<file path="config.mk">
export PLATFORM = sky130hd
export DESIGN_NAME = dds_dac_spi
export DESIGN_NICKNAME = d
export VERILOG_FILES = /design/src/rtl/dds_dac_spi.sv
export SDC_FILE = /design/constraint.sdc
export NUM_CORES = 1
export LEC_CHECK = 0
export ABC_CLOCK_PERIOD_IN_PS = 3300
export BUFFER_PORTS_ARGS = -buffer_cell sky130_fd_sc_hd__clkbuf_2
export CORE_ASPECT_RATIO = 1.5
export CORE_MARGIN = 8
export CORE_UTILIZATION = 33
export DETAILED_ROUTE_END_ITERATION = 8
export GPL_ROUTABILITY_DRIVEN = 1
export SETUP_SLACK_MARGIN = 0.1
export SLEW_MARGIN = 40
export SYNTH_ARGS = -nofsm -noshare
export SYNTH_HDL_FRONTEND = slang
export SYNTH_SLANG_ARGS = --single-unit
</file>
<file path="constraint.sdc">
create_clock -name clk -period 3.3 [get_ports clk]
set_input_delay 0.33 -clock clk [delete_from_list [all_inputs] [get_ports clk]]
set_output_delay 0.33 -clock clk [all_outputs]
set_load 0.01 [all_outputs]
</file>
<file path="src/rtl/dds_dac_spi.sv">
// ============================================================================
// Module   : dds_dac_spi
// Brief    : Serialises 8-bit DDS samples MSB-first into 16-bit SPI DAC frames
//            ({CMD, sample, 4'b0}); one sample in flight, valid/ready paced.
//            Optional macro DDS_DAC_SPI_LDAC_EN adds the dac_ldac_n latch strobe.
// Revision : 1.0 - initial release
// ============================================================================
`default_nettype none

module dds_dac_spi #(
    parameter int         DIV     = 4,
    parameter int         FRAME_W = 16,
    parameter logic [3:0] CMD     = 4'h3,
    parameter int         CS_GAP  = 2
) (
    input  logic       clk,
    input  logic       rst_n,
    input  logic [7:0] din,
    input  logic       din_vld,
    output logic       din_rdy,
    output logic       busy,
    output logic       dac_cs_n,
    output logic       dac_sclk,
    output logic       dac_mosi
`ifdef DDS_DAC_SPI_LDAC_EN
    ,
    output logic       dac_ldac_n
`endif
);

    localparam int c_DW = $clog2(DIV);
    localparam int c_GW = (CS_GAP > 2) ? $clog2(CS_GAP) : 1;
    localparam logic [c_DW-1:0] c_DIV_LAST = c_DW'(DIV - 1);
    localparam logic [3:0]      c_BIT_LAST = 4'(FRAME_W - 1);
    // GAP state covers CS_GAP-1 cycles; the final cs_n-high cycle is the ready IDLE cycle
    localparam logic [c_GW-1:0] c_GAP_LAST = c_GW'((CS_GAP > 1) ? CS_GAP - 2 : 0);

    typedef enum logic [1:0] {
        S_IDLE  = 2'd0,
        S_SHIFT = 2'd1,
        S_GAP   = 2'd2
    } state_t;

    state_t             r_state;
    logic               r_din_rdy;
    logic               r_busy;
    logic               r_cs_n;
    logic               r_sclk;
    logic               r_mosi;
    logic [c_DW-1:0]    r_div_cnt;
    logic [3:0]         r_bit_cnt;
    logic [c_GW-1:0]    r_gap_cnt;
    logic [FRAME_W-1:0] r_shreg;

    logic w_sclk_tick;
    logic w_frame_end;

    assign w_sclk_tick = (r_state == S_SHIFT) && (r_div_cnt == c_DIV_LAST);
    assign w_frame_end = w_sclk_tick && r_sclk && (r_bit_cnt == c_BIT_LAST);

    always_ff @(posedge clk or negedge rst_n) begin
        if (!rst_n) begin
            r_state   <= S_IDLE;
            r_din_rdy <= 1'b0;
            r_busy    <= 1'b0;
            r_cs_n    <= 1'b1;
            r_sclk    <= 1'b0;
            r_mosi    <= 1'b0;
            r_div_cnt <= '0;
            r_bit_cnt <= '0;
            r_gap_cnt <= '0;
            r_shreg   <= '0;
        end else begin
            case (r_state)
                S_IDLE: begin
                    if (r_din_rdy && din_vld) begin
                        r_shreg   <= {CMD, din, 4'b0000};
                        r_mosi    <= CMD[3];
                        r_cs_n    <= 1'b0;
                        r_sclk    <= 1'b0;
                        r_din_rdy <= 1'b0;
                        r_busy    <= 1'b1;
                        r_div_cnt <= '0;
                        r_bit_cnt <= '0;
                        r_state   <= S_SHIFT;
                    end else begin
                        r_din_rdy <= 1'b1;
                    end
                end
                S_SHIFT: begin
                    if (w_sclk_tick) begin
                        r_div_cnt <= '0;
                        r_sclk    <= ~r_sclk;
                        if (w_frame_end) begin
                            r_cs_n    <= 1'b1;
                            r_mosi    <= 1'b0;
                            r_gap_cnt <= '0;
                            if (CS_GAP == 1) begin
                                r_state   <= S_IDLE;
                                r_busy    <= 1'b0;
                                r_din_rdy <= 1'b1;
                            end else begin
                                r_state   <= S_GAP;
                            end
                        end else if (r_sclk) begin
                            // falling SCLK edge: present the next bit
                            r_bit_cnt <= r_bit_cnt + 4'd1;
                            r_shreg   <= r_shreg << 1;
                            r_mosi    <= r_shreg[FRAME_W-2];
                        end
                    end else begin
                        r_div_cnt <= r_div_cnt + 1'b1;
                    end
                end
                S_GAP: begin
                    if (r_gap_cnt == c_GAP_LAST) begin
                        r_state   <= S_IDLE;
                        r_busy    <= 1'b0;
                        r_din_rdy <= 1'b1;
                    end else begin
                        r_gap_cnt <= r_gap_cnt + 1'b1;
                    end
                end
                default: begin
                    r_state <= S_IDLE;
                end
            endcase
        end
    end

    assign din_rdy  = r_din_rdy;
    assign busy     = r_busy;
    assign dac_cs_n = r_cs_n;
    assign dac_sclk = r_sclk;
    assign dac_mosi = r_mosi;

`ifdef DDS_DAC_SPI_LDAC_EN
    logic r_ldac_n;

    // one-clock low pulse in the first cycle after cs_n rises
    always_ff @(posedge clk or negedge rst_n) begin
        if (!rst_n) begin
            r_ldac_n <= 1'b1;
        end else begin
            r_ldac_n <= ~w_frame_end;
        end
    end

    assign dac_ldac_n = r_ldac_n;
`endif

endmodule

`default_nettype wire

</file>
==> run metrics <==
Post-DP Area 1190 um2; vias in the first global route 840; most frequent cell after synthesis dfrtp_1; initial core utilization 0.347; worst hold margin 0.0617 ns; outcome finished, final reports clean; FF+latch area 602 um2; relative slew slack 0.601; fin worst setup slack 1.67 ns; TritonCTS clock tree done; I/O pins 16; post-synth net total between 100 and 150; area of the multi-input gates roughly 460 um2; initial drt markers 12; ANT cells 0; layout cells sized above 1 0.250; RSZ-0062 raised after global routing false; Finished Cell Area 1250 um2; clock root cell clkbuf_8; area grow syn2layout 13.7%; skew final between 0.002 and 0.003 ns; final hold vios 0; Resize count post-CTS 0; Synth area leaders dfrtp_1 53%, o221a_1 7.2%, nand2b_1 4.0%; Vias/cell 5.14; first-pass GRT wire length 3.72 mm; Synth Area per Inst roughly 12 um2; CORE AREA 3160 um2; register bit total from synthesis 24; Post-synth EDFFs 0; Critical R2R Capture r_shreg[9]; PwrDens 818 nW/um2; sequential element share of the synthesized area 0.549; LEAKAGE 0.550 nW; CTS Sinks 24; clock slew at reported path FFs 0.08 ns; initial antenna violation count 0; flop2flop setup slack 1.67 ns; Cell variety after synth 31; Fin Setup TNS 0 ns; largest area contributor in the netlist dfrtp_1; Least-Margin Pin Slew about 0.6 ns; Final Util 0.394; Commonest cells post-synth 23 x dfrtp_1, 7 x nand2b_1, 7 x o221a_1; kind of critical path flip-flop to flip-flop; die area 5460 um2; Hold Crit Class primary input to async pin; # Max-Cap Violations 0; Arr. time, crit path 1.78 ns; CTS Hold Bufs 0; Synth Flop Type dfrtp_1; Die Y 86.6 um; HPWL reported at the end of detailed placement ~1.6 mm; RR Startpoint r_div_cnt[0]; crit path capture r_shreg[9]; post-route DRC violation count 0; Synth Instances 92; worst slack, placed roughly 1.7 ns; crit path from r_div_cnt[0]; Filler Cell Count 328; fmax 612 MHz; post-route minimum period about 1.6 ns; synthesized area 1100 um2; number of buffers created by CTS 3; PortBufs 15; final setup fails 0; Worst-Skew Late Latency 0.26 ns; Clock Tree Buf Depth 2; dpl cells 144; RD Place Congestion between 0.6 and 0.7; Routed Antenna Nets 0; detailed-router iteration count before antenna repair 4; post-CTS setup buffers 0; Async SR Flop Fraction 1.00; remaining global-route overflow 0; width of the chip 63.1 um; largest net degree at the start of global routing 25; path depth of the worst reg2reg path 4; CP startpoint kind flip-flop; num rows 25; CP Capture Type flip-flop; Pwr Total 1.02 mW; final WL 2.21 mm; Global Route Usage Sum 0.0825; htree depth 1; Post-Layout Cell Count approximately 150; Nets approximately 120; post-synth top area share 0.525; CP Max Fanout 11; Routed WL per cell roughly 15 um; Peak VDD IR 0.000453 V; final max-slew violation count 0; Final period util 0.495; vias 760; CP Data Required Time 3.45 ns; Yosys warnings 0
report_power, final:
part | switching (mW) | internal (mW) | total, mW
registers | 0.0964 | 0.421 | 0.518
logic | 0.143 | 0.168 | 0.310
clock network | 0.0851 | 0.106 | 0.191
total | 0.324 | 0.695 | 1.02
sequential cells by signal, indices dropped and copies added (netlist names):
name and flops:
r_state 2, r_shreg 11, busy 1, dac_cs_n 1, r_div_cnt 2, r_bit_cnt 4
din_rdy 1, dac_mosi 1, dac_sclk 1
worst min path at each step:
stage / to / slack, ns / cells past startpoint
floorplan: busy / 0.03 / 0
global placement: din_rdy / 0.36 / 1
detailed placement: r_shreg[9] / 0.36 / 1
CTS: r_shreg[9] / 0.08 / 1
global route: r_shreg[9] / 0.10 / 1
finish: r_shreg[9] / 0.06 / 1
layout make-up:
| class | count | area share |
|---|---|---|
| sequential | 24 | 0.483 |
| multi-input combinational | 63 | 0.366 |
| timing repair buffer | 15 | 0.0602 |
| clock buffer | 4 | 0.0442 |
| tap | 40 | 0.0402 |
| inverter | 2 | 0.00602 |
cells in the final DEF, fill, tap and decap left out, types with 2 or more instances in the layout:
| cell | count |
|---|---|
| a21oi_1 | 4 |
| a32o_1 | 2 |
| and4b_1 | 2 |
| clkbuf_2 | 15 |
| clkbuf_8 | 4 |
| dfrtp_1 | 23 |
| ha_1 | 2 |
| inv_1 | 2 |
| nand2_1 | 6 |
| nand2b_1 | 7 |
| nand3_1 | 5 |
| nor2_1 | 4 |
| nor3_2 | 2 |
| o21ai_0 | 2 |
| o21ai_1 | 6 |
| o221a_1 | 7 |
worst max-delay path, stage by stage, from the launching register on:
cell,delay (ns)
dfrtp_1,0.40
ha_1,0.25
and4b_1,0.34
a21o_2,0.29
o221a_1,0.24
logic make-up (layout without fill, tap and decap cells):
logic type | count (synthesis) | after routing | share of synthesized area
AOI/OAI and AO/OA | 25 | 25 | 0.175
adders and majority gates | 2 | 2 | 0.0228
buffers and inverters | 5 | 21 | 0.0343
DFF | 24 | 24 | 0.549
muxes | 2 | 2 | 0.0194
and+or+nand+nor | 34 | 34 | 0.200
routing by layer:
metal,part of all wire,track usage
met1,0.45,0.0894
met2,0.52,0.152
met3,0.026,0.0142
met4,0.010,0.0375
met5,0,0
Note: power is estimated with default switching activity, not from simulation.
